### src/rtl/pipe_hazard_unit.sv
// Hazard detection and operand-forwarding control for the five-stage pipeline.
// Tracks in-flight register writers and stalls only when load data is not yet forwardable.
module pipe_hazard_unit #(
  parameter int RA_W       = 5,
  parameter int DEPTH      = 3,
  parameter int LOAD_STAGE = 2,
  parameter int SEL_W      = 2,
  parameter int CNT_W      = 16
) (
  input  logic             clk,
  input  logic             clr,
  input  logic             id_valid,
  input  logic [RA_W-1:0]  id_rs,
  input  logic [RA_W-1:0]  id_rt,
  input  logic             id_use_rs,
  input  logic             id_use_rt,
  input  logic             id_wreg,
  input  logic             id_m2reg,
  input  logic [RA_W-1:0]  id_wn,
  input  logic             flush,
  output logic             stall,
  output logic [SEL_W-1:0] fwd_a,
  output logic [SEL_W-1:0] fwd_b,
  output logic [CNT_W-1:0] stall_cnt
);

  typedef struct packed {
    logic            v;
    logic            wreg;
    logic            m2reg;
    logic [RA_W-1:0] wn;
  } sb_entry_t;

  sb_entry_t        sb_q [1:DEPTH];
  sb_entry_t        sb_d [1:DEPTH];
  logic [CNT_W-1:0] cnt_q, cnt_d;
  logic             haz_a, haz_b;

  // Scanning oldest to youngest lets the youngest matching producer win.
  // NOTE: every always_comb output gets a default first, so no path can infer a latch.
  always_comb begin
    fwd_a = '0;
    haz_a = 1'b0;
    if (id_use_rs && id_rs != '0) begin
      for (int k = DEPTH; k >= 1; k--) begin
        if (sb_q[k].v && sb_q[k].wreg && sb_q[k].wn == id_rs) begin
          fwd_a = SEL_W'(k);
          haz_a = sb_q[k].m2reg && (k < LOAD_STAGE);
        end
      end
    end
  end

  always_comb begin
    fwd_b = '0;
    haz_b = 1'b0;
    if (id_use_rt && id_rt != '0) begin
      for (int k = DEPTH; k >= 1; k--) begin
        if (sb_q[k].v && sb_q[k].wreg && sb_q[k].wn == id_rt) begin
          fwd_b = SEL_W'(k);
          haz_b = sb_q[k].m2reg && (k < LOAD_STAGE);
        end
      end
    end
  end

  // A taken branch kills the ID instruction, so it can never be the cause of a stall.
  assign stall = id_valid & ~flush & (haz_a | haz_b);

  always_comb begin
    sb_d[1].v     = id_valid & ~flush & ~stall;
    sb_d[1].wreg  = id_wreg;
    sb_d[1].m2reg = id_m2reg;
    sb_d[1].wn    = id_wn;
    for (int k = 2; k <= DEPTH; k++) begin
      sb_d[k] = sb_q[k-1];
    end
    cnt_d = cnt_q;
    if (stall && cnt_q != '1) begin
      cnt_d = cnt_q + 1'b1;
    end
  end

  // NOTE: state uses non-blocking assignments, and every scoreboard entry is reset
  // because stale valid bits would otherwise create phantom hazards after clr.
  always_ff @(posedge clk or posedge clr) begin
    if (clr) begin
      for (int k = 1; k <= DEPTH; k++) begin
        sb_q[k] <= '0;
      end
      cnt_q <= '0;
    end else begin
      for (int k = 1; k <= DEPTH; k++) begin
        sb_q[k] <= sb_d[k];
      end
      cnt_q <= cnt_d;
    end
  end

  assign stall_cnt = cnt_q;

endmodule

### config.mk
export PLATFORM = sky130hd
export DESIGN_NAME = pipe_hazard_unit
export DESIGN_NICKNAME = d
export VERILOG_FILES = /design/src/rtl/pipe_hazard_unit.sv
export SDC_FILE = /design/constraint.sdc
export NUM_CORES = 1
export LEC_CHECK = 0
export ABC_AREA = 1
export CAP_MARGIN = 30
export CORE_MARGIN = 2
export CORE_UTILIZATION = 35
export DETAILED_ROUTE_END_ITERATION = 12
export GPL_TIMING_DRIVEN = 0
export MAX_ROUTING_LAYER = met4
export SLEW_MARGIN = 20
export SYNTH_ARGS = -nofsm -noshare
export SYNTH_HDL_FRONTEND = slang
export SYNTH_SLANG_ARGS = --single-unit
### constraint.sdc
create_clock -name clk -period 2.1 [get_ports clk]
set_clock_uncertainty 0.2 [all_clocks]
set_input_delay 0.21 -clock clk [delete_from_list [all_inputs] [get_ports clk]]
set_output_delay 0.21 -clock clk [all_outputs]
set_load 0.05 [all_outputs]
==> metrics.md <==
| Metric | Value |
|---|---|
| Status | `finished clean` |
| Initial DRC count | `86` |
| Max VDD drop | `~0.00026 V` |
| Crit-path slowest cell | `dfrtp_1` |
| Final Util | `between 40% and 50%` |
| Critical path capture point type | `output port` |
| Die Ht | `approximately 81 um` |
| DRT antenna net count | `0` |
| Post-synth EDFFs | `0` |
| Critical Path AT | `1650 ps` |
| Vias per cell | `between 4 and 5` |
| Final min period | `~2100 ps` |
| DRC | `0` |
| Setup CP Type | `reg -> out` |
| CP Data Required Time | `between 1500 and 2000 ps` |
| Largest family of logic cells by synthesized area | `simple AND/OR/NAND/NOR gates` |
| Finish-stage setup viols | `0` |
| RSZ-0062 raised after global routing | `yes` |
| Compound-Gate Fraction of Synth Area | `under 10%` |
| Die ar. | `about 6600 um^2` |
| Htree depth | `2` |
| Cells after synthesis | `roughly 270` |
| TritonCTS clock tree | `done` |
| Fmax | `0.486 GHz` |
| Fin. max-slew vios | `0` |
| Net Count, Synth | `a little under 300` |
| Worst r2r dst | `stall_cnt[5]$_DFFE_PP0P_` |
| Netlist cell types | `26` |
| Layout cells sized above 1 | `18.0%` |
| Die width | `slightly above 80 um` |
| Core area | `between 5000 and 6000 um^2` |
| Post-synthesis mux area share | `0%` |
| Nets@finish | `roughly 350` |
| Grt ovf | `0` |
| PwrDens | `between 500 and 600 nW/um^2` |
| Clock buffer depth | `2` |
| Synth Area in Adders | `less than 1%` |
| Footprint of the multi-input gates | `around 1100 um^2` |
| Fillers | `about 580` |
| WHS Endpoint | `sb_d[9]$_DFF_PP0_` |
| Worst slew margin | `~66%` |
| FP Rows | `28` |
| Crit path launch type | `flop` |
| Worst R2R Start | `stall_cnt[0]$_DFFE_PP0P_` |
| Reg2Reg Setup Slack | `between 150 and 200 ps` |
| Pin count of the biggest net entering global routing | `35` |
| Hold Fails Final Rpt | `0` |
| Detailed placement HPWL | `between 3 and 4 mm` |
| Worst skew pair latency | `about 280 ps` |
| WHS Path Cells | `1` |
| TritonCTS Buffers | `5` |
| Share of synthesized registers carrying an async set or reset | `100%` |
| Crit-path max FO | `3` |
| Reg clk slew, reported paths | `about 80 ps` |
| Crit path from | `sb_d[2]$_DFF_PP0_` |
| Post-Synthesis Cell Area | `about 2100 um^2` |
| HP Class | `in -> reg` |
| Register area | `around 950 um^2` |
| Main synth FF type | `dfrtp_1` |
| Diodes inserted | `0` |
| Hold Crit Start | `id_wn[1]` |
| CTS Root Cell | `clkbuf_8` |
| Worst slew pin tran | `around 500 ps` |
| Global-route wire length before repair | `around 7.9 mm` |
| Routability cong. | `approximately 0.9` |
| Vias | `approximately 1,900` |
| Synth warn | `0` |
| Wirelength per Cell | `around 12 um` |
| Period Utilization, post-route | `98.0%` |
| Syn_area_per_cell | `a little under 8 um^2` |
| Initial antenna violation count | `0` |
| Placed Cells | `about 380` |
| Synth Area in XOR/XNOR | `under 10%` |
| Vias in the first global route | `between 1,500 and 2,000` |
| Initial core utilization | `about 36%` |
| Bufs and invs on worst path | `1` |
| Final std cells w/o fill | `approximately 400` |
| CP dominant cell by count | `nand2_1` |
| Total track usage | `roughly 16%` |
| Max-cap check violation count | `0` |
| Lkg Pwr | `~1.4 nW` |
| Reg2Reg Depth | `10` |
| IO Pins | `44` |
| CP cell instances | `xor2_1, nor3_1, nand3_1, nand2_1, nand2_1, a21oi_2, buf_6` |
| Crit path max-delay family | `simple AND/OR/NAND/NOR gates` |
| #FFs+latches synth | `38` |
| Clock sink total | `38` |
| Max incr delay on CP | `430 ps` |
| Port Buffer Count | `43` |
| Synthesis-to-finish area growth | `36.6%` |
| Simple-gate share of the synthesized area | `33.9%` |
| Final WL | `between 4 and 5 mm` |
| Register area share after synthesis | `~45%` |
| Number of iterations in the first detailed-routing pass | `4` |
logic make-up (layout without fill, tap and decap cells):
logic type               after synthesis  after routing
AND/OR/NAND/NOR                      154            154
flip-flops                            38             38
buffers and inverters                 30             88
XOR/XNOR                              23             23
AO/OA/AOI/OAI                         19             19
adder cells (fa/ha/maj)                1              1
timing repair:
action,in CTS,in global routing
pin swaps,5,13
endpoints found under the setup margin,5,15
hold buffers,1,0
endpoints found under the hold margin,4,0
gates cloned,0,0
resized for setup,39,24
setup buffers,2,3
layout make-up:
type,instances,share of cell area (%)
flip-flops and latches,38,33.2
clock inverters,3,2.40
multi-input cells,197,37.1
repair buffers,50,17.2
plain buffers,2,0.784
clock buffers,5,2.40
inverters,28,3.66
well taps,75,3.27
power by group:
part	internal (mW)	total, mW	leakage [nW]	switching (mW)
Clock	0.476	0.741	0.0683	0.265
Sequential	0.754	0.774	0.480	0.0207
Combinational	0.0749	0.168	0.847	0.0935
Total	1.30	1.68	1.40	0.379
cell usage in the layout (no fill, tap or decap), types with 2 or more instances in the layout:
cell type and n:
nor3_1 6, nand3_2 6, nor2_4 2, nor2_1 21
xnor2_1 9, inv_2 12, dlygate4sd2_1 8, nor4_1 4
nand4_1 2, clkdlybuf4s50_1 29, nand2_1 90, nand2_2 5
a21oi_2 2, a21oi_1 8, nand3_1 9, buf_6 4
o21ai_0 2, buf_4 7, o22ai_1 5, bufinv_16 2
inv_1 16, xor2_1 14, dfrtp_1 36, nor2_2 3
clkbuf_8 5, dfrtp_2 2
worst reg2reg max path: stages, from the launching register on:
cell,delay (ps)
dfrtp_2,450
ha_1,260
nand3_2,120
inv_1,60
nand2_1,90
inv_1,60
nand3_2,90
nand4_4,170
buf_6,200
nand2_1,60
nand2_1,50
layer usage:
metal,vias up,global-route usage (%),part of all wire (%)
met5,-,-,0
met3,10,3.52,5.1
li1,956,-,-
met1,869,18.6,43
met2,46,27.5,50
met4,0,5.76,1.9
worst max-delay path by stage:
stage / to / cells past startpoint
floorplan: fwd_a[1] / 6
global placement: fwd_a[1] / 8
detailed placement: fwd_a[1] / 8
CTS: stall / 9
global route: stall / 10
finish: fwd_a[1] / 7
synth_stat cells (2+ instances only):
master / n / area, um^2
nor4_1: 5 / 31.3
nor2_2: 2 / 12.5
a21oi_1: 10 / 50.1
nand2_2: 3 / 18.8
nand3_2: 4 / 40.0
inv_1: 22 / 82.6
nor2_1: 22 / 82.6
xor2_1: 14 / 123
inv_2: 6 / 22.5
xnor2_1: 9 / 78.8
nand2_1: 92 / 345
nand3_1: 11 / 55.1
nand4_1: 2 / 12.5
nor2_4: 2 / 22.5
dfrtp_1: 38 / 951
o22ai_1: 5 / 31.3
o21ai_0: 3 / 15.0
nor3_1: 7 / 35.0
state kept, by name, summed over array words and instances (netlist names):
name / count
stall_cnt: 16
sb_d: 15
sb_q: 7
metrics by stage:
| stage | area [um^2] | hold WS, ps | TNS (ps) | setup WS, ps | total power, mW |
|---|---|---|---|---|---|
| 4_1_cts | 2800 | 149 | -4.89 | -4.89 | 1.70 |
| 6_report | 2870 | 156 | 0 | 43.0 | 1.68 |
| 3_5_place_dp | 2650 | 162 | -4810 | -738 | 0.954 |
| 3_3_place_gp | 2630 | 164 | -5130 | -737 | 0.948 |
| 2_1_floorplan | 2100 | 41.4 | 0 | 10.4 | 0.869 |
| 5_1_grt | 2870 | 152 | -143 | -58.6 | 1.76 |
(Power assumes the default switching activity.)
